===== src/rtl/msk_unmask_pkg.sv =====
// Shared definitions for the output-side share recombiner: FSM state encodings and the
// share-counter width helper.
package msk_unmask_pkg;

  localparam logic [1:0] S_IDLE = 2'd0;
  localparam logic [1:0] S_ACC  = 2'd1;
  localparam logic [1:0] S_OUT  = 2'd2;

  // Share counter needs at least one bit even for a single share.
  function automatic int unsigned cnt_width(input int unsigned d);
    if (d > 1) return int'($clog2(d));
    return 1;
  endfunction

endpackage


===== src/rtl/msk_share_sel.sv =====
// Combinational selector: picks share `cnt` of every bit from the registered share buffer.
module msk_share_sel
  import msk_unmask_pkg::*;
#(
  parameter int unsigned d     = 2,
  parameter int unsigned count = 1,
  parameter int unsigned CW    = cnt_width(d)
) (
  input  logic [count*d-1:0] shares,
  input  logic [CW-1:0]      cnt,
  output logic [count-1:0]   share
);

  localparam int D = int'(d);

  always_comb begin
    share = '0;
    for (int i = 0; i < int'(count); i++) begin
      if (int'(cnt) < D) share[i] = shares[i*D + int'(cnt)];
    end
  end

endmodule


===== src/rtl/msk_unmask_out.sv =====
// Recombines a registered d-share sharing into its unmasked value, one share per clock.
// Optional MSK_UNMASK_ZEROIZE_EN clears buffer, accumulator and counter on output handshake.
module msk_unmask_out
  import msk_unmask_pkg::*;
#(
  parameter int unsigned d     = 2,
  parameter int unsigned count = 1
) (
  input  logic               clk,
  input  logic               rst_n,
  input  logic               in_valid,
  output logic               in_ready,
  input  logic [count*d-1:0] in,
  output logic               out_valid,
  input  logic               out_ready,
  output logic [count-1:0]   out_data
);

  localparam int unsigned CW = cnt_width(d);
  localparam logic [CW-1:0] CntLast  = CW'(d - 1);
  localparam logic [CW-1:0] CntFirst = (d > 1) ? CW'(1) : '0;

  logic [1:0]         state_q, state_d;
  logic [CW-1:0]      cnt_q, cnt_d;
  logic [count*d-1:0] shares_q, shares_d;
  logic [count-1:0]   acc_q, acc_d;
  logic [count-1:0]   cur_share;

  msk_share_sel #(
    .d     (d),
    .count (count),
    .CW    (CW)
  ) u_share_sel (
    .shares (shares_q),
    .cnt    (cnt_q),
    .share  (cur_share)
  );

  always_comb begin
    state_d  = state_q;
    cnt_d    = cnt_q;
    shares_d = shares_q;
    acc_d    = acc_q;
    case (state_q)
      S_IDLE: begin
        if (in_valid) begin
          shares_d = in;
          for (int i = 0; i < int'(count); i++) acc_d[i] = in[i*int'(d)];
          cnt_d   = CntFirst;
          state_d = (d > 1) ? S_ACC : S_OUT;
        end
      end
      S_ACC: begin
        acc_d = acc_q ^ cur_share;
        // Counter parks at d-1 on the last fold instead of wrapping.
        if (cnt_q == CntLast) begin
          state_d = S_OUT;
        end else begin
          cnt_d = cnt_q + CW'(1);
        end
      end
      S_OUT: begin
        if (out_ready) begin
          state_d = S_IDLE;
`ifdef MSK_UNMASK_ZEROIZE_EN
          shares_d = '0;
          acc_d    = '0;
          cnt_d    = '0;
`endif
        end
      end
      default: state_d = S_IDLE;
    endcase
  end

  always_ff @(posedge clk or negedge rst_n) begin
    if (!rst_n) begin
      state_q  <= S_IDLE;
      cnt_q    <= '0;
      shares_q <= '0;
      acc_q    <= '0;
    end else begin
      state_q  <= state_d;
      cnt_q    <= cnt_d;
      shares_q <= shares_d;
      acc_q    <= acc_d;
    end
  end

  assign in_ready  = (state_q == S_IDLE);
  assign out_valid = (state_q == S_OUT);
  // Output only ever comes from the register; with zeroize the accumulator is 0 in IDLE.
  assign out_data  = acc_q;

endmodule


===== config.mk =====
export PLATFORM = sky130hd
export DESIGN_NAME = msk_unmask_out
export DESIGN_NICKNAME = d
export VERILOG_FILES = /design/src/rtl/msk_unmask_pkg.sv /design/src/rtl/msk_share_sel.sv /design/src/rtl/msk_unmask_out.sv
export SDC_FILE = /design/constraint.sdc
export NUM_CORES = 1
export LEC_CHECK = 0
export CAP_MARGIN = 40
export CORE_AREA = 8 8 45 47
export CTS_CLUSTER_SIZE = 30
export DETAILED_ROUTE_END_ITERATION = 16
export DIE_AREA = 0 0 53 55
export GPL_TIMING_DRIVEN = 0
export PLACE_DENSITY = 0.44
export SLEW_MARGIN = 20
export SYNTH_ARGS = -nofsm -noshare
export SYNTH_HDL_FRONTEND = slang
export SYNTH_SLANG_ARGS = --single-unit

===== constraint.sdc =====
create_clock -name clk -period 1.4 [get_ports clk]
set_clock_uncertainty 0.1 [all_clocks]
set_input_delay 0.14 -clock clk [delete_from_list [all_inputs] [get_ports clk]]
set_output_delay 0.14 -clock clk [all_outputs]
set_load 0.05 [all_outputs]

---- Word level (Yosys, flattened, before mapping) ----
Index checks and enable logic that the tools add are counted.
storage, ports and cells
  output and inout port bits .............. 3
  register bits ........................... 6
  logic and storage cells ................. 28
  input bits .............................. 6
operators by class
  muxes and demuxes ....................... 11
  $lt $le $gt $ge ......................... 1
  add/sub/neg operators ................... 1
  equality and inequality tests ........... 5
  bitwise operators ....................... 1
  reductions and logical operators ........ 5
operators with widths
  cell                                                                   count
  2-bit two-way mux                                                      3
  2-bit one-hot mux with 3 select lines                                  1
  1-bit two-way mux                                                      5
  2-bit != test, second input constant                                   2
  1-bit one-hot mux with 2 select lines                                  2
  2-bit AND reduction                                                    2
  3-bit AND reduction                                                    1
  2-bit by 1-bit equality test with 1-bit output, second input constant  1
  2-bit equality test, second input constant                             1
  2-bit zero test                                                        1
  1-bit by 2-bit < comparator with 1-bit output, second input constant   1
  2-bit by 1-bit != test with 1-bit output, second input constant        1
  2-bit nonzero test                                                     1
  1-bit adder, second input constant                                     1
  1-bit XOR                                                              1

---- Longest topological paths before layout ----
Gate-level depths: netlist (run 1).
  depth in word-level cells ............... 4
  gate-level depth with buffers ........... 4
  gate-level depth less buffers ........... 3

---- Hierarchy ----
Synthesis (run 1) repeated with hierarchy kept, for this count alone.
unflattened totals
  cells, all modules ...................... 26
  area, all modules ....................... 305.3 µm²
by module, submodules not included
  module          cells each  instances  area each (µm²)  sequential area each (µm²)
  msk_unmask_out  25          1          290.3            150.1
  msk_share_sel   1           1          15.0             0.0

---- Worst setup path after synthesis (run 1) ----
OpenSTA, ideal clock, no wires.
  path type ............................... register to register
  start ................................... reg state_q[0]
  end ..................................... reg shares_q[0]
  library setup time ...................... 0.125 ns
  data arrival time ....................... 1.628 ns
  stages on the path, launching flop included .. 5
  required time ........................... 1.175 ns
  buffers on the path ..................... 1
  setup slack ............................. -0.452 ns
  cell sequence ........................... dfrtp_1 -> buf_6 -> nor2_1 -> nand2_1 -> mux2_2
on the way
  word-level cells in the longest chain between the ends .. 2
ends and longest elaborated chain
  element                               RTL line              source
  start: declaration                    msk_unmask_out.sv:23  logic [1:0] state_q, state_d;
  start signal: assignment              msk_unmask_out.sv:83  state_q <= state_d;
  2-bit zero test                       n/a
  named net in_ready                    msk_unmask_out.sv:12  output logic in_ready,
  2-bit AND reduction (no source line)  n/a
  end signal: assignment                msk_unmask_out.sv:85  shares_q <= shares_d;
  end: declaration                      msk_unmask_out.sv:25  logic [count*d-1:0] shares_q, shares_d;
The timed path passes the listed nets, and every way through them passes these cells.
A chain may end at the register's enable or synchronous reset.

---- Worst setup path after layout (run 1) ----
  start ................................... reg state_q[0]
  end ..................................... reg acc_q, in the netlist out_data
on the way
  word-level cells in the longest chain between the ends .. 3
  elaborated cells between the ends (all ways) .. 6
  classes of those cells .................. 2 x eq/ne; 1 x mux; 3 x reduce/logical
ends and longest elaborated chain
  element                                                                            RTL line              source
  2-bit by 1-bit equality test with 1-bit output or 2-bit zero test (tied branches)  msk_unmask_out.sv:44  case (state_q)
  2-bit nonzero test (no source line) or 2-bit != test (tied branches)               n/a
  2-bit AND reduction (no source line)                                               n/a
  end signal: assignment                                                             msk_unmask_out.sv:81  acc_q <= '0;
  end signal: assignment                                                             msk_unmask_out.sv:86  acc_q <= acc_d;
  end: declaration                                                                   msk_unmask_out.sv:26  logic [count-1:0] acc_q, acc_d;
Parallel ways exist; a longest one is shown, timed or not.

==> impl_results.md, run 1 <==
* Clk_lat worst skew at around 250 ps
* Sequential area share after synthesis at 51.5%
* Max H-tree Level at 1
* Leak Pwr at about 0.20 nW
* Worst-case clock buffer depth at 2
* Synth Net Count at 32
* Net count of the finished layout at 46
* Number of global-route vias before repair at 216
* Data required time at the worst endpoint at 1440 ps
* Cts bufs inserted at 3
* Die outline width at 53 um
* Vias per inst at between 4 and 5
* Worst slack on hold paths at 34.9 ps
* TritonCTS clock tree: done
* Category of the worst setup path launch point: flop
* Layout overhead on the synthesized area at 47.2%
* Total wire length at 630 um
* Max FO, Critical Path at 3
* Cell at the root of the clock tree: clkbuf_4
* Final hold vios at 0
* Count of TritonRoute iterations in the first routing pass at 2
* WP data arrival at 1490 ps
* Setup violations, final at 1
* Clk slew on worst S/H paths at around 50 ps
* Largest net degree at the start of global routing at 8
* Worst slew margin at 80.9%
* Worst vdd ir at approximately 0.00055 V
* Violations in the final reports: negative setup slack
* Y dimension of the die at 55 um
* Drt initial violations at 3
* Final worst slack at -48.2 ps
* Wire length of the first global-routing pass at between 900 and 1000 um
* Total number of vias at approximately 230
* Number of placement rows at 14
* Routability congestion estimate at 0.742
* FILL cells at 150
* Post-synthesis cell area at 292 um^2
* Reg2reg start: state_q[0]
* Biggest area contributors in the synthesized netlist: dfrtp_1, mux2_2, mux2i_1
* Class of the tightest hold or removal check: primary input to async pin
* Number of cells produced by synthesis at 26
* Distinct cell type count of the synthesized netlist at 16
* Pwr Total at 0.000971 W
* F_max at 691 MHz
* Top Ports at 9
* Final critical-path share of the clock period at 103%
* Number of warnings printed during yosys synthesis at 0
* Number of placed cells counting well taps at 50
* Starting density of the core at between 20% and 30%
* Placeable core region at 1380 um^2
* Number of I/O port buffers at 8
* Initial antenna violation count at 0
* Ant diodes at 0
* Yosys top cell by area: dfrtp_1
* Wire length per cell at 11.7 um
* Share of the synthesized area in the top cell type at 51.5%
* Pwr Density at 2260 nW/um^2
* Fin crit period at 1450 ps
* Seq cells post-synth at 6
* Global route overflow at 0
* Floorplan die area at around 2900 um^2
* Critical path launch point: state_q[0]
* Max capacitance violation total at 0
* Ratio of cells with drive above 1 in the final layout at 34.2%
* Sink Count at 6
* Final number of max-transition violations at 0
* Critical Path End Type: flop
* Layout Cells excl Fill at 54
* Worst Setup Path Type: flop to flop
* Mapped Avg Cell Area at 11.2 um^2
* Post-detailed-placement half-perimeter wirelength at 480 um
* Top library cells by usage in the layout, fill and taps aside: dfrtp_1, clkdlybuf4s50_1, clkbuf_4
* Number of nets with antenna violations after detailed routing at 0
* Outcome: finished with violations
* Remaining design rule violation count at 0
* Hold Buf Count CTS at 0
* Slew at the pin with the worst max-slew slack at about 290 ps
* RSZ-0062 raised after global routing: true
* Overall Global Routing Usage at about 5%
## path summary, 6_finish.rpt
path,to,slack (ps),cells after the start
max,out_data,-50,4
min,out_data,30,1
max reg2reg,out_data,-50,4
min reg2reg,shares_q[1],410,1
max in group asynchronous,state_q[1],920,1
min in group clk,shares_q[1],400,2
## state kept, by name (all words and copies together) (netlist names)
| signal | flops |
|---|---|
| state_q | 2 |
| shares_q | 2 |
| cnt_q | 1 |
| out_data | 1 |
## timing repair
| action | in CTS | in global routing |
|---|---|---|
| buffers inserted | 2 | 0 |
| setup endpoints to repair | 4 | 4 |
| resized for setup | 12 | 4 |
| pin swaps | 1 | 1 |
## final cells by class
| cell class | count | area, um^2 | share of cell area (%) |
|---|---|---|---|
| clock buffers | 3 | 22.5 | 5.25 |
| inverters | 1 | 3.75 | 0.875 |
| multi-input cells | 18 | 134 | 31.2 |
| flip-flops and latches | 6 | 151 | 35.3 |
| well taps | 16 | 20.0 | 4.66 |
| repair buffers | 10 | 97.6 | 22.7 |
## routing by layer
layer	global-route usage (%)	routed length, um	share of wire [%]
met2	6.84	270	43
met5	0	0	0
met1	4.46	258	41
met3	3.74	81	13
met4	6.47	20	3.2
## logic make-up after synthesis
group	after synthesis	share of synthesized area (%)
buffers and inverters	2	5.15
flip-flops	6	51.5
AO/OA/AOI/OAI	5	11.2
AND/OR/NAND/NOR	9	17.6
multiplexers	4	14.6
## worst max-delay path, cell delays in order (launching register included)
cell,delay [ps]
dfrtp_1,400
buf_12,140
or4b_1,490
o21ai_1,70
o21ba_1,150
## per-stage QoR
| stage | TNS [ps] | utilization, % | setup WS, ps | instance area (um^2) |
|---|---|---|---|---|
| finish | -48.2 | 31.0 | -48.2 | 429 |
| global route | -97.3 | 31.0 | -97.3 | 429 |
| CTS | -127 | 31.8 | -88.9 | 440 |
| detailed placement | -724 | 28.8 | -335 | 399 |
| global placement | -684 | 28.8 | -331 | 399 |
| floorplan | 0 | - | 13.2 | 299 |
## power breakdown
group	switching (W)	total (W)	internal, W
clock	0.0000676	0.000165	0.0000973
combinational	0.000277	0.000495	0.000218
sequential	0.0000661	0.000312	0.000245
total	0.000411	0.000971	0.000560
## Yosys cell counts
library cell and instances:
nand3b_1 1, mux2i_1 2, buf_6 1, o21ai_1 1, dfrtp_1 6, and2b_2 1
a21oi_1 1, nand2_1 3, nor2_1 2, mux2_2 2, o21bai_1 1, o21ai_0 1
inv_1 1, nand2b_1 1, or4b_1 1, o21ba_1 1
(Power assumes the default switching activity.)
==> run 2: changes to the inputs <==
CELL_PAD_IN_SITES_DETAIL_PLACEMENT = 0   (was default)
CELL_PAD_IN_SITES_GLOBAL_PLACEMENT = 1   (was default)
PLACE_DENSITY = 0.54   (was 0.44)
==> run 2 against run 1 <==
Effect of this change: the flow still finishes with violations (negative setup slack); setup slack better by 16 ps; sequential share of layout area is 0.61 points lower; maximum frequency is 1.1% higher; register-to-register slack better by 20 ps; highest routed layer is now met3; sequential power is 2% lower; combinational power is 4% higher; critical path depth stayed put; critical endpoint unchanged; routed wire length is 5.6% lower; critical path type unchanged; global-route usage is 0.49 points higher; total power is 0.44% higher; via count is 3.0% higher.
==> impl_results.md, run 2 (synthesis results as in run 1) <==
* Outcome: finished with violations
* Violations in the final reports: negative setup slack
* Total wire length at 595 um (-5.6%)
* Overall Global Routing Usage at 5.60% (+0.49 points)
* Crit-path leading delay family: simple AND/OR/NAND/NOR gates
* Net count of the finished layout at 47 (+2.2%)
* Drt initial violations at 2 (-1)
* Area of placed instances at 399 um^2 (unchanged)
* Layout Cells excl Fill at 55 (+1.9%)
* Critical path buffer and inverter count at 1 (unchanged)
* Wire length per cell at 10.8 um (-7.3%)
* RSZ-0062 raised after global routing: true
* Critical Path End Type: flop
* Placeable core region at 1380 um^2 (unchanged)
* FILL cells at 155 (+3.3%)
* Worst-case clock buffer depth at 2 (unchanged)
* Count of TritonRoute iterations in the first routing pass at 2 (unchanged)
* Die outline width at 53 um (unchanged)
* Largest registers in the final layout: shares_q (2), state_q (2)
* Starting density of the core at 21.1% (unchanged)
* Cell with the largest stage delay on the worst path: or4b_1
* Global route overflow at 0 (unchanged)
* Final worst slack at -32.2 ps (+16.0 ps)
* TritonCTS clock tree: done
* Initial antenna violation count at 0 (unchanged)
* Worst Setup Path Type: flop to flop
* Number of global-route vias before repair at 264 (+22%)
* Largest stage delay on the critical path at 480 ps (about the same)
* Layout overhead on the synthesized area at 49.8%
* Ant diodes at 0 (unchanged)
* Leak Pwr at 0.200 nW (+2.4%)
* Final critical-path share of the clock period at 102% (-1.1 points)
* Wire length of the first global-routing pass at 1120 um (+16%)
* Area taken by multi-input logic gates at 134 um^2 (unchanged)
* Total number of vias at 239 (+3.0%)
* Class of the tightest hold or removal check: primary input to async pin
* Number of I/O port buffers at 8 (unchanged)
* F_max at 698 MHz (+1.1%)
* Top Ports at 9 (unchanged)
* Routability congestion estimate at 0.751 (+1.1%)
* Setup violations, final at 1 (unchanged)
* Max FO, Critical Path at 3 (unchanged)
* Clk_lat worst skew at 240 ps (about the same)
* Floorplan die area at 2920 um^2 (unchanged)
* WP data arrival at 1460 ps (-30 ps)
* Worst vdd ir at 0.000751 V (+36%)
* Worst slack on hold paths at 34.9 ps (+0.0109 ps)
* Number of nets with antenna violations after detailed routing at 0 (unchanged)
* Vias per inst at 4.35 (+1.1%)
* Number of placement rows at 14 (unchanged)
* Sink Count at 6 (unchanged)
* Final number of max-transition violations at 0 (unchanged)
* Critical path cell sequence: buf_6 > or4b_1 > o21ai_1 > o21ba_1
* Final hold vios at 0 (unchanged)
* Cell at the root of the clock tree: clkbuf_4
* Worst slew margin at 67.7% (-13 points)
* Max capacitance violation total at 0 (unchanged)
* Ratio of cells with drive above 1 in the final layout at 33.3% (-0.88 points)
* Category of the worst setup path launch point: flop
* Pwr Density at 2230 nW/um^2 (-1.3%)
* Largest net degree at the start of global routing at 8 (unchanged)
* Clk slew on worst S/H paths at 50 ps (about the same)
* Cts bufs inserted at 3 (unchanged)
* Y dimension of the die at 55 um (unchanged)
* Post-detailed-placement half-perimeter wirelength at 456 um (-5.0%)
* Remaining design rule violation count at 0 (unchanged)
* Area occupied by registers at 151 um^2 (unchanged)
* Post-layout instance area at 437 um^2 (+1.7%)
* Top library cells by usage in the layout, fill and taps aside: dfrtp_1, clkdlybuf4s50_1, nand2_1, clkbuf_4, buf_4
* Max H-tree Level at 1 (unchanged)
* Accumulated negative setup slack at -32.2 ps (+16.0 ps)
* Hold Buf Count CTS at 0 (unchanged)
* Number of placed cells counting well taps at 50 (unchanged)
* Data required time at the worst endpoint at 1430 ps (about the same)
* Fin crit period at 1430 ps (-16.0 ps)
* Slew at the pin with the worst max-slew slack at 486 ps (+200 ps)
-- run 2: changes by cell type in the layout (fill, tap and decap cells not counted) --
cell / change
buf_12: -1
clkdlybuf4s15_1: +1
buf_4: +1
clkbuf_2: -1
clkbuf_4: -1
buf_6: +2
-- run 2: through the flow --
step	util (%)	total power [W]	worst slack, ps
detailed placement	28.8	0.000800	-345
CTS	32.0	0.000996	-82.0
floorplan	-	0.000656	13.2
finish	31.6	0.000975	-32.2
global placement	28.8	0.000792	-333
global route	31.6	0.00105	-89.6
-- run 2: where the power goes --
group          internal (W)  total [W]  switching [W]
combinational      0.000231   0.000514       0.000283
sequential         0.000245   0.000306      0.0000611
clock             0.0000967   0.000155      0.0000579
-- run 2: timing repair --
item	CTS	global route
setup endpoints to repair	4	3
gates resized for setup	14	4
hold endpoints to repair	0	0
setup buffers	3	0
pin swaps	1	1
-- run 2: worst register-to-register path: cells and delay by family, from the launching register on --
kind	cells	cell delay [ps]
AO/OA/AOI/OAI	2	220
buffers and inverters	1	120
flip-flops	1	390
AND/OR/NAND/NOR	1	480
-- run 2: cell type report --
type | count | share of cell area [%]
Clock buffer | 3 | 5.16
Inverter | 1 | 0.860
Multi-Input combinational cell | 18 | 30.7
Sequential cell | 6 | 34.7
Tap cell | 16 | 4.58
Timing Repair Buffer | 11 | 24.1
-- run 2: metal layers --
metal	GRT usage [%]	vias to the layer above	share of wire [%]	routed length (um)
met5	0	-	0	0
met1	4.92	116	40	236
met4	3.88	0	0	0
met3	4.01	0	7.9	47
met2	8.98	7	52	311
li1	-	116	-	-
-- run 2: worst paths after layout --
kind	startpoint	end	depth (start not counted)	slack, ps
max in group asynchronous	rst_n	state_q[1]	1	940
worst min register to register	shares_q[0]	shares_q[0]	1	400
worst min-delay path	rst_n	out_data	1	30
min in group clk	shares_q[0]	shares_q[0]	1	400
worst max register to register	state_q[0]	out_data	4	-30
worst max-delay path	state_q[0]	out_data	4	-30
